**config.mk**
```make
export PLATFORM = sky130hd
export DESIGN_NAME = image_load_avalon_master
export DESIGN_NICKNAME = d
export VERILOG_FILES = /design/src/rtl/image_load_avalon_master.sv
export SDC_FILE = /design/constraint.sdc
export NUM_CORES = 1
export LEC_CHECK = 0
export ABC_CLOCK_PERIOD_IN_PS = 6900
export BUFFER_PORTS_ARGS = -buffer_cell sky130_fd_sc_hd__buf_2
export CAP_MARGIN = 20
export CELL_PAD_IN_SITES_DETAIL_PLACEMENT = 0
export CELL_PAD_IN_SITES_GLOBAL_PLACEMENT = 1
export CORE_AREA = 2 2 130 157
export CTS_BUF_LIST = sky130_fd_sc_hd__clkbuf_2 sky130_fd_sc_hd__clkbuf_4 sky130_fd_sc_hd__clkbuf_8
export CTS_CLUSTER_DIAMETER = 200
export DETAILED_ROUTE_END_ITERATION = 8
export DIE_AREA = 0 0 132 159
export PLACE_DENSITY_LB_ADDON = 0.1
export RECOVER_POWER = 100
export SYNTH_ARGS = -nofsm -noshare
export SYNTH_HDL_FRONTEND = slang
export SYNTH_SLANG_ARGS = --single-unit
```
**constraint.sdc**
```tcl
create_clock -name clk -period 6.9 [get_ports clk]
set_clock_uncertainty 0.15 [all_clocks]
set_input_delay 2.07 -clock clk [delete_from_list [all_inputs] [get_ports clk]]
set_output_delay 2.07 -clock clk [all_outputs]
set_load 0.05 [all_outputs]
```
**src/rtl/image_load_avalon_master.sv**
```systemverilog
// Avalon-MM read master that replays a packed low-depth image from memory as an Avalon-ST packet.
// Optional type-0 header beat is enabled by defining IMAGE_LOAD_HEADER_EN.
module image_load_avalon_master #(
    parameter int DOUT_WIDTH    = 10,
    parameter int AVM_WIDTH_LOG = 4,
    parameter int STORE_WIDTH   = 4
) (
    input  logic                            clk,
    input  logic                            rst_n,
    input  logic                            sig_en,
    input  logic [31:0]                     sig_address,
    input  logic [31:0]                     sig_sample_cnt,
    output logic                            sig_busy,
    output logic [31:0]                     avm_address,
    output logic                            avm_read,
    input  logic [(1 << AVM_WIDTH_LOG)-1:0] avm_readdata,
    input  logic                            avm_waitrequest,
    input  logic                            avm_readdatavalid,
    output logic [DOUT_WIDTH-1:0]           dout_data,
    output logic                            dout_valid,
    input  logic                            dout_ready,
    output logic                            dout_startofpacket,
    output logic                            dout_endofpacket
);

    localparam int W     = 1 << AVM_WIDTH_LOG;
    localparam int S     = W / STORE_WIDTH;
    localparam int IDX_W = (S > 1) ? $clog2(S) : 1;
    localparam logic [31:0]      ADDR_STEP = 32'(W / 8);
    localparam logic [IDX_W-1:0] IDX_LAST  = IDX_W'(S - 1);

    typedef enum logic [2:0] {
        ST_IDLE = 3'd0,
`ifdef IMAGE_LOAD_HEADER_EN
        ST_HDR  = 3'd1,
`endif
        ST_REQ  = 3'd2,
        ST_WAIT = 3'd3,
        ST_OUT  = 3'd4
    } state_t;

    state_t                  state_r, state_s;
    logic [31:0]             addr_r, addr_s;
    logic [31:0]             cnt_r, cnt_s;
    logic [31:0]             smp_r, smp_s;
    logic [IDX_W-1:0]        idx_r, idx_s;
    logic [W-1:0]            buf_r, buf_s;

    logic                    read_r, read_s;
    logic                    valid_r, valid_s;
    logic [DOUT_WIDTH-1:0]   data_r, data_s;
    logic                    sop_r, sop_s;
    logic                    eop_r, eop_s;
    logic                    busy_r, busy_s;

    // Select sample idx of a word (sample 0 in the LSBs) and left-align it in the pixel.
    function automatic logic [DOUT_WIDTH-1:0] pixel_of(input logic [W-1:0] word,
                                                       input logic [IDX_W-1:0] idx);
        logic [STORE_WIDTH-1:0] smp;
        smp = '0;
        for (int i = 0; i < S; i++) begin
            if (idx == IDX_W'(i)) begin
                smp = word[i*STORE_WIDTH +: STORE_WIDTH];
            end else begin
                smp = smp;
            end
        end
        pixel_of = '0;
        pixel_of[DOUT_WIDTH-1 -: STORE_WIDTH] = smp;
    endfunction

    // Next-state and datapath update logic.
    always_comb begin
        state_s = state_r;
        addr_s  = addr_r;
        cnt_s   = cnt_r;
        smp_s   = smp_r;
        idx_s   = idx_r;
        buf_s   = buf_r;
        case (state_r)
            ST_IDLE: begin
                if (sig_en && (sig_sample_cnt != 32'd0)) begin
                    addr_s  = sig_address;
                    cnt_s   = sig_sample_cnt;
                    smp_s   = 32'd0;
                    idx_s   = '0;
`ifdef IMAGE_LOAD_HEADER_EN
                    state_s = ST_HDR;
`else
                    state_s = ST_REQ;
`endif
                end else begin
                    state_s = ST_IDLE;
                end
            end
`ifdef IMAGE_LOAD_HEADER_EN
            ST_HDR: begin
                if (dout_ready) begin
                    state_s = ST_REQ;
                end else begin
                    state_s = ST_HDR;
                end
            end
`endif
            ST_REQ: begin
                if (!avm_waitrequest) begin
                    addr_s  = addr_r + ADDR_STEP;
                    state_s = ST_WAIT;
                end else begin
                    state_s = ST_REQ;
                end
            end
            ST_WAIT: begin
                if (avm_readdatavalid) begin
                    buf_s   = avm_readdata;
                    idx_s   = '0;
                    state_s = ST_OUT;
                end else begin
                    state_s = ST_WAIT;
                end
            end
            ST_OUT: begin
                if (dout_ready) begin
                    smp_s = smp_r + 32'd1;
                    if (smp_r == (cnt_r - 32'd1)) begin
                        state_s = ST_IDLE;
                    end else if (idx_r == IDX_LAST) begin
                        state_s = ST_REQ;
                    end else begin
                        idx_s   = idx_r + IDX_W'(1);
                        state_s = ST_OUT;
                    end
                end else begin
                    state_s = ST_OUT;
                end
            end
            default: begin
                state_s = ST_IDLE;
            end
        endcase
    end

    // Output values decoded from the next state so every port comes straight from a flop.
    always_comb begin
        read_s  = (state_s == ST_REQ);
        busy_s  = (state_s != ST_IDLE);
        eop_s   = 1'b0;
        data_s  = '0;
`ifdef IMAGE_LOAD_HEADER_EN
        valid_s = (state_s == ST_HDR) || (state_s == ST_OUT);
        sop_s   = (state_s == ST_HDR);
`else
        valid_s = (state_s == ST_OUT);
        sop_s   = (state_s == ST_OUT) && (smp_s == 32'd0);
`endif
        if (state_s == ST_OUT) begin
            data_s = pixel_of(buf_s, idx_s);
            eop_s  = (smp_s == (cnt_s - 32'd1));
        end else begin
            data_s = '0;
            eop_s  = 1'b0;
        end
    end

    // State and datapath registers.
    always_ff @(posedge clk or negedge rst_n) begin
        if (!rst_n) begin
            state_r <= ST_IDLE;
            addr_r  <= 32'd0;
            cnt_r   <= 32'd0;
            smp_r   <= 32'd0;
            idx_r   <= '0;
            buf_r   <= '0;
        end else begin
            state_r <= state_s;
            addr_r  <= addr_s;
            cnt_r   <= cnt_s;
            smp_r   <= smp_s;
            idx_r   <= idx_s;
            buf_r   <= buf_s;
        end
    end

    // Output registers.
    always_ff @(posedge clk or negedge rst_n) begin
        if (!rst_n) begin
            read_r  <= 1'b0;
            valid_r <= 1'b0;
            data_r  <= '0;
            sop_r   <= 1'b0;
            eop_r   <= 1'b0;
            busy_r  <= 1'b0;
        end else begin
            read_r  <= read_s;
            valid_r <= valid_s;
            data_r  <= data_s;
            sop_r   <= sop_s;
            eop_r   <= eop_s;
            busy_r  <= busy_s;
        end
    end

    assign avm_address        = addr_r;
    assign avm_read           = read_r;
    assign dout_valid         = valid_r;
    assign dout_data          = data_r;
    assign dout_startofpacket = sop_r;
    assign dout_endofpacket   = eop_r;
    assign sig_busy           = busy_r;

endmodule
```
* Yosys cells after proc, flatten, opt, wreduce, memory -nomap -nowiden
Cells that the tools add are included.
** Storage, ports and cells
- Register bits after elaboration :: 132
- Bits of input ports :: 86
- Output and inout port bits :: 47
- Logic and storage cells :: 68
** Cells by class
- Add/subtract/negate cells :: 5
- Equality and inequality tests :: 13
- Muxes and demuxes :: 29
- Reduce and logical (&&, ||, !) cells :: 9
** Operators with widths (number)
- $mux W32 :: 6
- $pmux W32 S2 :: 2
- $eq A32 B32 Y1 :: 2
- $sub A32 B1 Y32 const B :: 2
- $add A32 B1 Y32 const B :: 1
- $add A32 B2 Y32 const B :: 1
- $logic_not A32 Y1 :: 1
- $mux W16 :: 2
- $reduce_bool A32 Y1 :: 1
- $mux W4 :: 4
- $mux W2 :: 6
- $mux W3 :: 4
- $pmux W3 S4 :: 1
- $mux W10 :: 1
- $eq A3 B2 Y1 const B :: 3
- $eq A2 B2 Y1 const B :: 3
- $eq A3 B3 Y1 const B :: 2
- $pmux W2 S3 :: 1
- $ne A2 B2 Y1 const B :: 2
- $logic_not A3 Y1 :: 1
- $reduce_and A3 Y1 :: 1
- $reduce_bool A3 Y1 :: 1
- $add A2 B1 Y2 const B :: 1
- $eq A2 B1 Y1 const B :: 1
- 4 further kinds :: 6

* Depth between registers and ports, before layout
Gate-level depths: netlist of the first run.
- Word-level depth :: 11
- Gate-level depth with buffers :: 18
- Gate-level depth less buffers :: 14

* Worst setup path before layout of the first run
OpenSTA, ideal clock, no wires.
- Path type :: in2reg
- From :: input sig_sample_cnt[26]
- To :: register eop_r (netlist: dout_endofpacket)
- Setup time :: 96 ps
- Arrival :: 5776 ps
- Data required time :: 6654 ps
- Setup slack :: 878 ps
- Cell stages on the path :: 16
- Buffers on the path :: 4
- Cell sequence :: or4_4 -> nand3b_4 -> o31a_1 -> buf_6 -> clkbuf_1 -> clkbuf_1 -> buf_1 -> a21oi_1 -> ha_1 -> and3_1 -> nand4_1 -> or3_1 -> and3_1 -> nor4_2 -> o2111ai_1 -> nor4_2
** Between the ends
- Longest elaborated chain between the ends :: 7
- Elaborated cells between the ends (all ways) :: 12
- Those cells by class :: 1 x add/sub; 2 x eq/ne; 7 x mux; 2 x reduce/logical
** Ends and longest elaborated chain
- from (decl) :: RTL line 12 : input logic [31:0] sig_sample_cnt,
- $reduce_bool A32 Y1 :: RTL line 82 : if (sig_en && (sig_sample_cnt != 32'd0)) begin
- $logic_and A1 B1 Y1 :: RTL line 82
- $mux W32 :: RTL line 82
- $mux W32 :: RTL line 80 : case (state_r)
- $sub A32 B1 Y32 :: RTL line 158 : eop_s = (smp_s == (cnt_s - 32'd1));
- $eq A32 B32 Y1 :: RTL line 158
- $mux W1 (*) :: RTL line 156 : if (state_s == ST_OUT) begin
- via eop_s :: RTL line 53 : logic eop_r, eop_s;
- to (signal assigned) :: RTL line 198 : eop_r <= eop_s;
- to (decl) :: RTL line 53
Mark *: on every way through the listed nets, which the timed path passes. The rest lies on a longest branch.
A chain may end at the register's enable or synchronous reset.

* Final worst setup path of the first run
- From :: input sig_sample_cnt[22]
- To :: register eop_r (netlist: dout_endofpacket)
** Between the ends
- Longest elaborated chain between the ends :: 7
- Elaborated cells between the ends (all ways) :: 12
- Those cells by class :: 1 x add/sub; 2 x eq/ne; 7 x mux; 2 x reduce/logical
** Ends and longest elaborated chain
- $reduce_bool A32 Y1 :: RTL line 82
- $logic_and A1 B1 Y1 :: RTL line 82
- $mux W32 :: RTL line 82
- $mux W32 :: RTL line 80
- via cnt_s[6] :: RTL line 44 : logic [31:0] cnt_r, cnt_s;
- $sub A32 B1 Y32 :: RTL line 158
- $eq A32 B32 Y1 :: RTL line 158
- $mux W1 :: RTL line 156
- via eop_s :: RTL line 53
The timed path passes the listed nets, and every way through them passes these cells.

==> impl_metrics.yaml, run 1 <==
floorplan:
  initial_core_util_pct: 47.2
  core-area_mm2: 0.0194
  die_y_um: 159
  io_pins: 133
  die_area_mm2: 0.0210
  die_w_um: 132
  rows: 56
run:
  cap_violations: 2
pwr:
  power.leakage_nw: 4.47
  powerDensity_mw_per_mm2: 440
  ir_drop_mv: 0.359
  total_power_mw: 4.52
drt:
  avgRoutedWirePerCell_um: 20.2
  ant_nets: 0
  drt-total-wl_um: 29800
  via_per_inst: 5.92
  vias: 8708
  firstDrtPassIters: 7
  drcViolationCount: 0
  drt-initial-drc-count: 514
yosys:
  synth_flop_cell: "dfrtp_1"
  syn_area_mm2: 0.00917
  syn_avg_cell_area_um2: 8.36
  postSynthCellCount: 1096
  synth_cell_types: 87
  ys_warn_count: 0
  ys_seq_elements: 126
  synth_edf_count: 0
  ys_seq_area_share_pct: 34.4
  synthArstFlopShare_pct: 100
cts:
  clock-sinks: 126
  cts_tree: "built"
  postCtsSetupBuffers: 0
  holdBufCountCts: 0
  htreeDepth: 4
  cts-root-buf: "clkbuf_8"
  worst_skew_pair.late_latency_ps: 460
  numCtsBuffers: 17
  cts_resized: 0
  cts_max_path_buffers: 2
  cts.clk_slew.worst_paths_ps: 90
finish:
  stdcell_area_mm2: 0.0103
  fin_nets: 1287
  drive_above_1_share_pct: 13.3
  final_cell_mix: "dfrtp_1 (126), nand2_1 (109), buf_2 (81)"
  mostFrequentLayoutCell: "dfrtp_1"
  fillers: 1932
  syn_to_final_growth_pct: 12.1
  final_core_util_pct: 52.9
worst_hold_path:
  hold-path-cell-count: 2
  hp-class: "reg2reg"
  hold_start: "avm_address[0]"
setup_path:
  critPathLaunchType: "input pin"
  end_kind: "flip-flop"
  arrival_ps: 6280
  worstSetupEndpoint: "dout_endofpacket"
  r2r_cells: 10
  r2r-start: "cnt_r[3]"
  path_max_fanout: 27
  cp-startpoint: "sig_sample_cnt[22]"
  reg2reg_to: "dout_data[8]"
  critPathKind: "in2reg"
  required_ps: 7110
  r2r_slack_ps: 1670
timing:
  slew_headroom_pct: -167
  hold_violations: 0
  finalSetupViolCount: 0
  period_minus_slack_ps: 6070
  fmax_ghz: 0.165
  finalSetupTns_ps: 0
  worst_pin_slew_ps: 4000
  slew_viol_final: 125
  period_share_pct: 88.0
  rsz0062_at_grt: "false"
grt:
  antenna_found_initial: 1
  grt_pass1_vias: 8374
  grt_max_degree: 88
  grt_overflow: 0
  grt_usage_pct: 28.3
  grt_pass1_wl_um: 46300
place:
  gp_congestion: 0.959
  portBuffers: 126
  placed_area_mm2: 0.00999
  place_hpwl_um: 22700
outcome:
  violations: "capacitance limit, slew limit"
  outcome: "finished, violations left"
[critical path: stages]
cell,delay [ps]
clkbuf_1,110
nor4_1,570
nand3_1,330
o31a_1,460
clkbuf_1,600
mux2i_4,360
inv_1,80
or4_1,530
a2111o_1,460
nor4_1,290
o2111ai_1,180
nor4_2,220
[per-layer routing]
layer / vias to the layer above / wire (um) / track usage (%) / share of wire, %
li1: 4223 / - / - / -
met5: - / 0 / 0 / 0
met4: 0 / 1180 / 13.5 / 3.9
met1: 4104 / 12800 / 36.9 / 43
met3: 65 / 1820 / 5.06 / 6.1
met2: 316 / 14000 / 45.5 / 47
[synth_stat cells, drive strengths merged, types with 7 or more instances]
cell type / n / area (um^2)
nor3: 48 / 250
nand4: 31 / 194
inv: 47 / 176
buf: 18 / 115
o21ai: 61 / 305
nor4: 27 / 194
and3: 26 / 163
or4: 13 / 109
dfrtp: 126 / 3150
a31oi: 15 / 93.8
or3: 17 / 106
o31ai: 8 / 73.8
xor2: 28 / 245
nand2b: 7 / 43.8
mux2i: 24 / 253
nand3: 57 / 285
a21oi: 70 / 350
nor2: 78 / 293
and2: 17 / 109
clkbuf: 46 / 174
xnor2: 51 / 447
nand2: 109 / 409
a22oi: 8 / 73.8
mux2: 26 / 297
o22ai: 17 / 106
[power breakdown]
part	switching, mW	internal, mW	leakage (nW)	total (mW)
registers	0.352	1.00	1.58	1.36
clock network	0.364	0.333	0.198	0.697
logic	1.64	0.832	2.69	2.47
[cell type report]
| class | instances | area, um^2 | area share, % |
|---|---|---|---|
| repair buffers | 141 | 686 | 6.67 |
| diodes | 1 | 2.50 | 0.0244 |
| inverters | 47 | 176 | 1.72 |
| well taps | 261 | 327 | 3.18 |
| flip-flops and latches | 126 | 3150 | 30.7 |
| clock buffers | 17 | 234 | 2.28 |
| clock inverters | 15 | 173 | 1.68 |
| multi-input cells | 864 | 5520 | 53.8 |
[metrics by stage]
step	setup slack [ps]	hold WS, ps	cells
after floorplan	878	301	1101
after global placement	799	310	1439
after detailed placement	738	314	1439
after CTS	1220	343	1471
after global routing	414	369	1471
final	829	340	1472
[registers in the layout (all words and copies together), names as in the netlist, 2 cells and up]
signal,flops
avm_address,32
cnt_r,32
smp_r,32
buf_r,16
dout_data,4
state_r,3
idx_r,2
[worst min path at each step]
stage	end	slack, ps
4_1_cts	avm_address[0]	340
6_report	avm_address[0]	340
3_5_place_dp	avm_address[0]	310
2_1_floorplan	buf_r[6]	300
3_3_place_gp	avm_address[0]	310
5_1_grt	buf_r[10]	370
[cell families (layout without fill, tap and decap cells)]
logic type,after synthesis,count (layout),synth area share [%]
and+or+nand+nor,469,469,27.1
AOI/OAI and AO/OA,251,251,18.1
DFF,126,126,34.4
buffers and inverters,111,220,5.08
xor gates and xnor gates,84,84,8.78
muxes,50,50,5.99
adders and majority gates,4,4,0.546
other,1,7,0.0409
No activity file was read; power rests on OpenSTA's default activity.
==> run 2, diff against run 1 <==
--- a/config.mk
+++ b/config.mk
@@ -16,7 +16,6 @@
 export DETAILED_ROUTE_END_ITERATION = 8
 export DIE_AREA = 0 0 132 159
 export PLACE_DENSITY_LB_ADDON = 0.1
-export RECOVER_POWER = 100
 export SYNTH_ARGS = -nofsm -noshare
 export SYNTH_HDL_FRONTEND = slang
 export SYNTH_SLANG_ARGS = --single-unit
==> run 2 against run 1 <==
Effect of this change: the flow now finishes without violations; setup slack improved by 360 ps; critical path type unchanged; design area rose by 1.2%; first-iteration DRC count is 5.3% higher; largest cell class unchanged; global-route usage unchanged; worst hold slack worse by 1.3 ps; register-to-register slack improved by 610 ps; sequential share of layout area down 0.37 points; critical path depth up 1; routed wire length rose by 0.34%; sequential cell count did not move; non-clock buffer count stayed put.
==> impl_metrics.yaml, run 2 (synthesis results as in run 1) <==
outcome:
  outcome: "finished clean"
drt:
  drt-total-wl_um: 29900
  firstDrtPassIters: 5
  avgRoutedWirePerCell_um: 20.3
  ant_nets: 0
  vias: 8687
  drt-initial-drc-count: 541
  via_per_inst: 5.90
  drcViolationCount: 0
timing:
  period_share_pct: 82.8
  rsz0062_at_grt: "false"
  slew_headroom_pct: 28.3
  period_minus_slack_ps: 5710
  worst_pin_slew_ps: 1060
  setup_ws_ps: 1190
  finalSetupTns_ps: 0
  slew_viol_final: 0
  hold_violations: 0
  fmax_ghz: 0.175
  finalSetupViolCount: 0
grt:
  grt_pass1_vias: 8374
  grt_usage_pct: 28.3
  grt_overflow: 0
  grt_max_degree: 88
  grt_pass1_wl_um: 46300
  antenna_found_initial: 1
finish:
  drive_above_1_share_pct: 18.6
  final_cell_mix: "dfrtp_1 (126), buf_2 (125), nand2_1 (109)"
  layout.cells.non_filler: 1472
  fin_nets: 1287
  register_area_mm2: 0.00315
  fillers: 1885
  syn_to_final_growth_pct: 13.4
  mostFrequentLayoutCell: "dfrtp_1"
  stdcell_area_mm2: 0.0104
  multi_input_area_mm2: 0.00557
cts:
  cts-root-buf: "clkbuf_8"
  cts_resized: 0
  htreeDepth: 4
  cts_max_path_buffers: 2
  holdBufCountCts: 0
  clock-sinks: 126
  postCtsSetupBuffers: 0
  cts.clk_slew.worst_paths_ps: 90
  worst_skew_pair.late_latency_ps: 460
  cts_tree: "built"
  numCtsBuffers: 17
setup_path:
  arrival_ps: 5920
  r2r-start: "cnt_r[3]"
  path_cells: "buf_2 -> nor4_1 -> nand3_1 -> o31a_2 -> mux2i_1 -> ha_1 -> and3_1 -> nand4_1 -> or3_1 -> and3_1 -> nor4_2 -> o2111ai_1 -> nor4_2"
  max_stage_delay_ps: 570
  required_ps: 7100
  critPathKind: "in2reg"
  end_kind: "flip-flop"
  path_max_fanout: 8
  crit_buf_inv: 1
  cp-startpoint: "sig_sample_cnt[22]"
  cpMaxStageDelayCell: "nor4_1"
  cp_top_family: "simple AND/OR/NAND/NOR gates"
  critPathLaunchType: "input pin"
floorplan:
  rows: 56
  die_w_um: 132
  die_y_um: 159
  die_area_mm2: 0.0210
  initial_core_util_pct: 47.2
  io_pins: 133
  core-area_mm2: 0.0194
pwr:
  p_int_mw: 2.22
  pwr-share-clk_pct: 15.2
  powerDensity_mw_per_mm2: 441
  seqPwrFrac_pct: 29.5
  ir_drop_mv: 0.366
  power_frac_comb_pct: 55.3
  p_sw_mw: 2.37
  p_sw_share_pct: 51.6
  power.leakage_nw: 4.65
place:
  dp_slack_ps: 738
  gp_congestion: 0.959
  place_hpwl_um: 22700
  placed_area_mm2: 0.00999
  dp.cells: 1439
  portBuffers: 126
worst_hold_path:
  hp-class: "reg2reg"
  hold_start: "avm_address[0]"
run:
  cap_violations: 0
[run 2: tightest hold or removal path, cell delays in order, from the launching register on]
cell	delay (ps)
dfrtp_1	360
nand2_1	50
nand2_1	50
[run 2: power groups by stage]
stage                     combinational [mW]  clock, mW  sequential (mW)
after detailed placement                2.53          0             1.35
after CTS                               2.53      0.714             1.34
after floorplan                         1.60          0             1.59
final                                   2.54      0.696             1.35
after global placement                  2.52          0             1.36
after global routing                    2.76      0.740             1.39
[run 2: path summary, 6_finish.rpt]
| check | to | slack (ps) | cells after the start |
|---|---|---|---|
| min reg2reg | avm_address[0] | 340 | 2 |
| max in group asynchronous | cnt_r[21] | 3980 | 2 |
| min in group asynchronous | buf_r[4] | 1510 | 1 |
| min | avm_address[0] | 340 | 2 |
| max | dout_endofpacket | 1190 | 13 |
| max reg2reg | dout_data[9] | 2280 | 10 |
[run 2: area by class of cell]
cell class / count / area share [%]
clock buffer: 17 / 2.25
antenna: 1 / 0.0241
timing repair buffer: 141 / 7.33
sequential: 126 / 30.3
tap: 261 / 3.14
multi-input combinational: 864 / 53.6
clock inverter: 15 / 1.66
inverter: 47 / 1.70
[run 2: per-layer routing]
metal / vias to the layer above / GRT usage (%) / routed length, um
li1: 4226 / - / -
met1: 4115 / 36.9 / 13000
met2: 287 / 45.5 / 14000
met3: 59 / 5.06 / 1660
met4: 0 / 13.5 / 1180
met5: - / 0 / 0
[run 2: per-stage QoR]
stage / util, % / power [mW] / hold slack [ps]
final: 53.6 / 4.59 / 339
after global routing: 53.6 / 4.89 / 373
after CTS: 53.6 / 4.59 / 343
after detailed placement: 51.5 / 3.88 / 314
after global placement: 51.5 / 3.88 / 310
after floorplan: - / 3.19 / 301
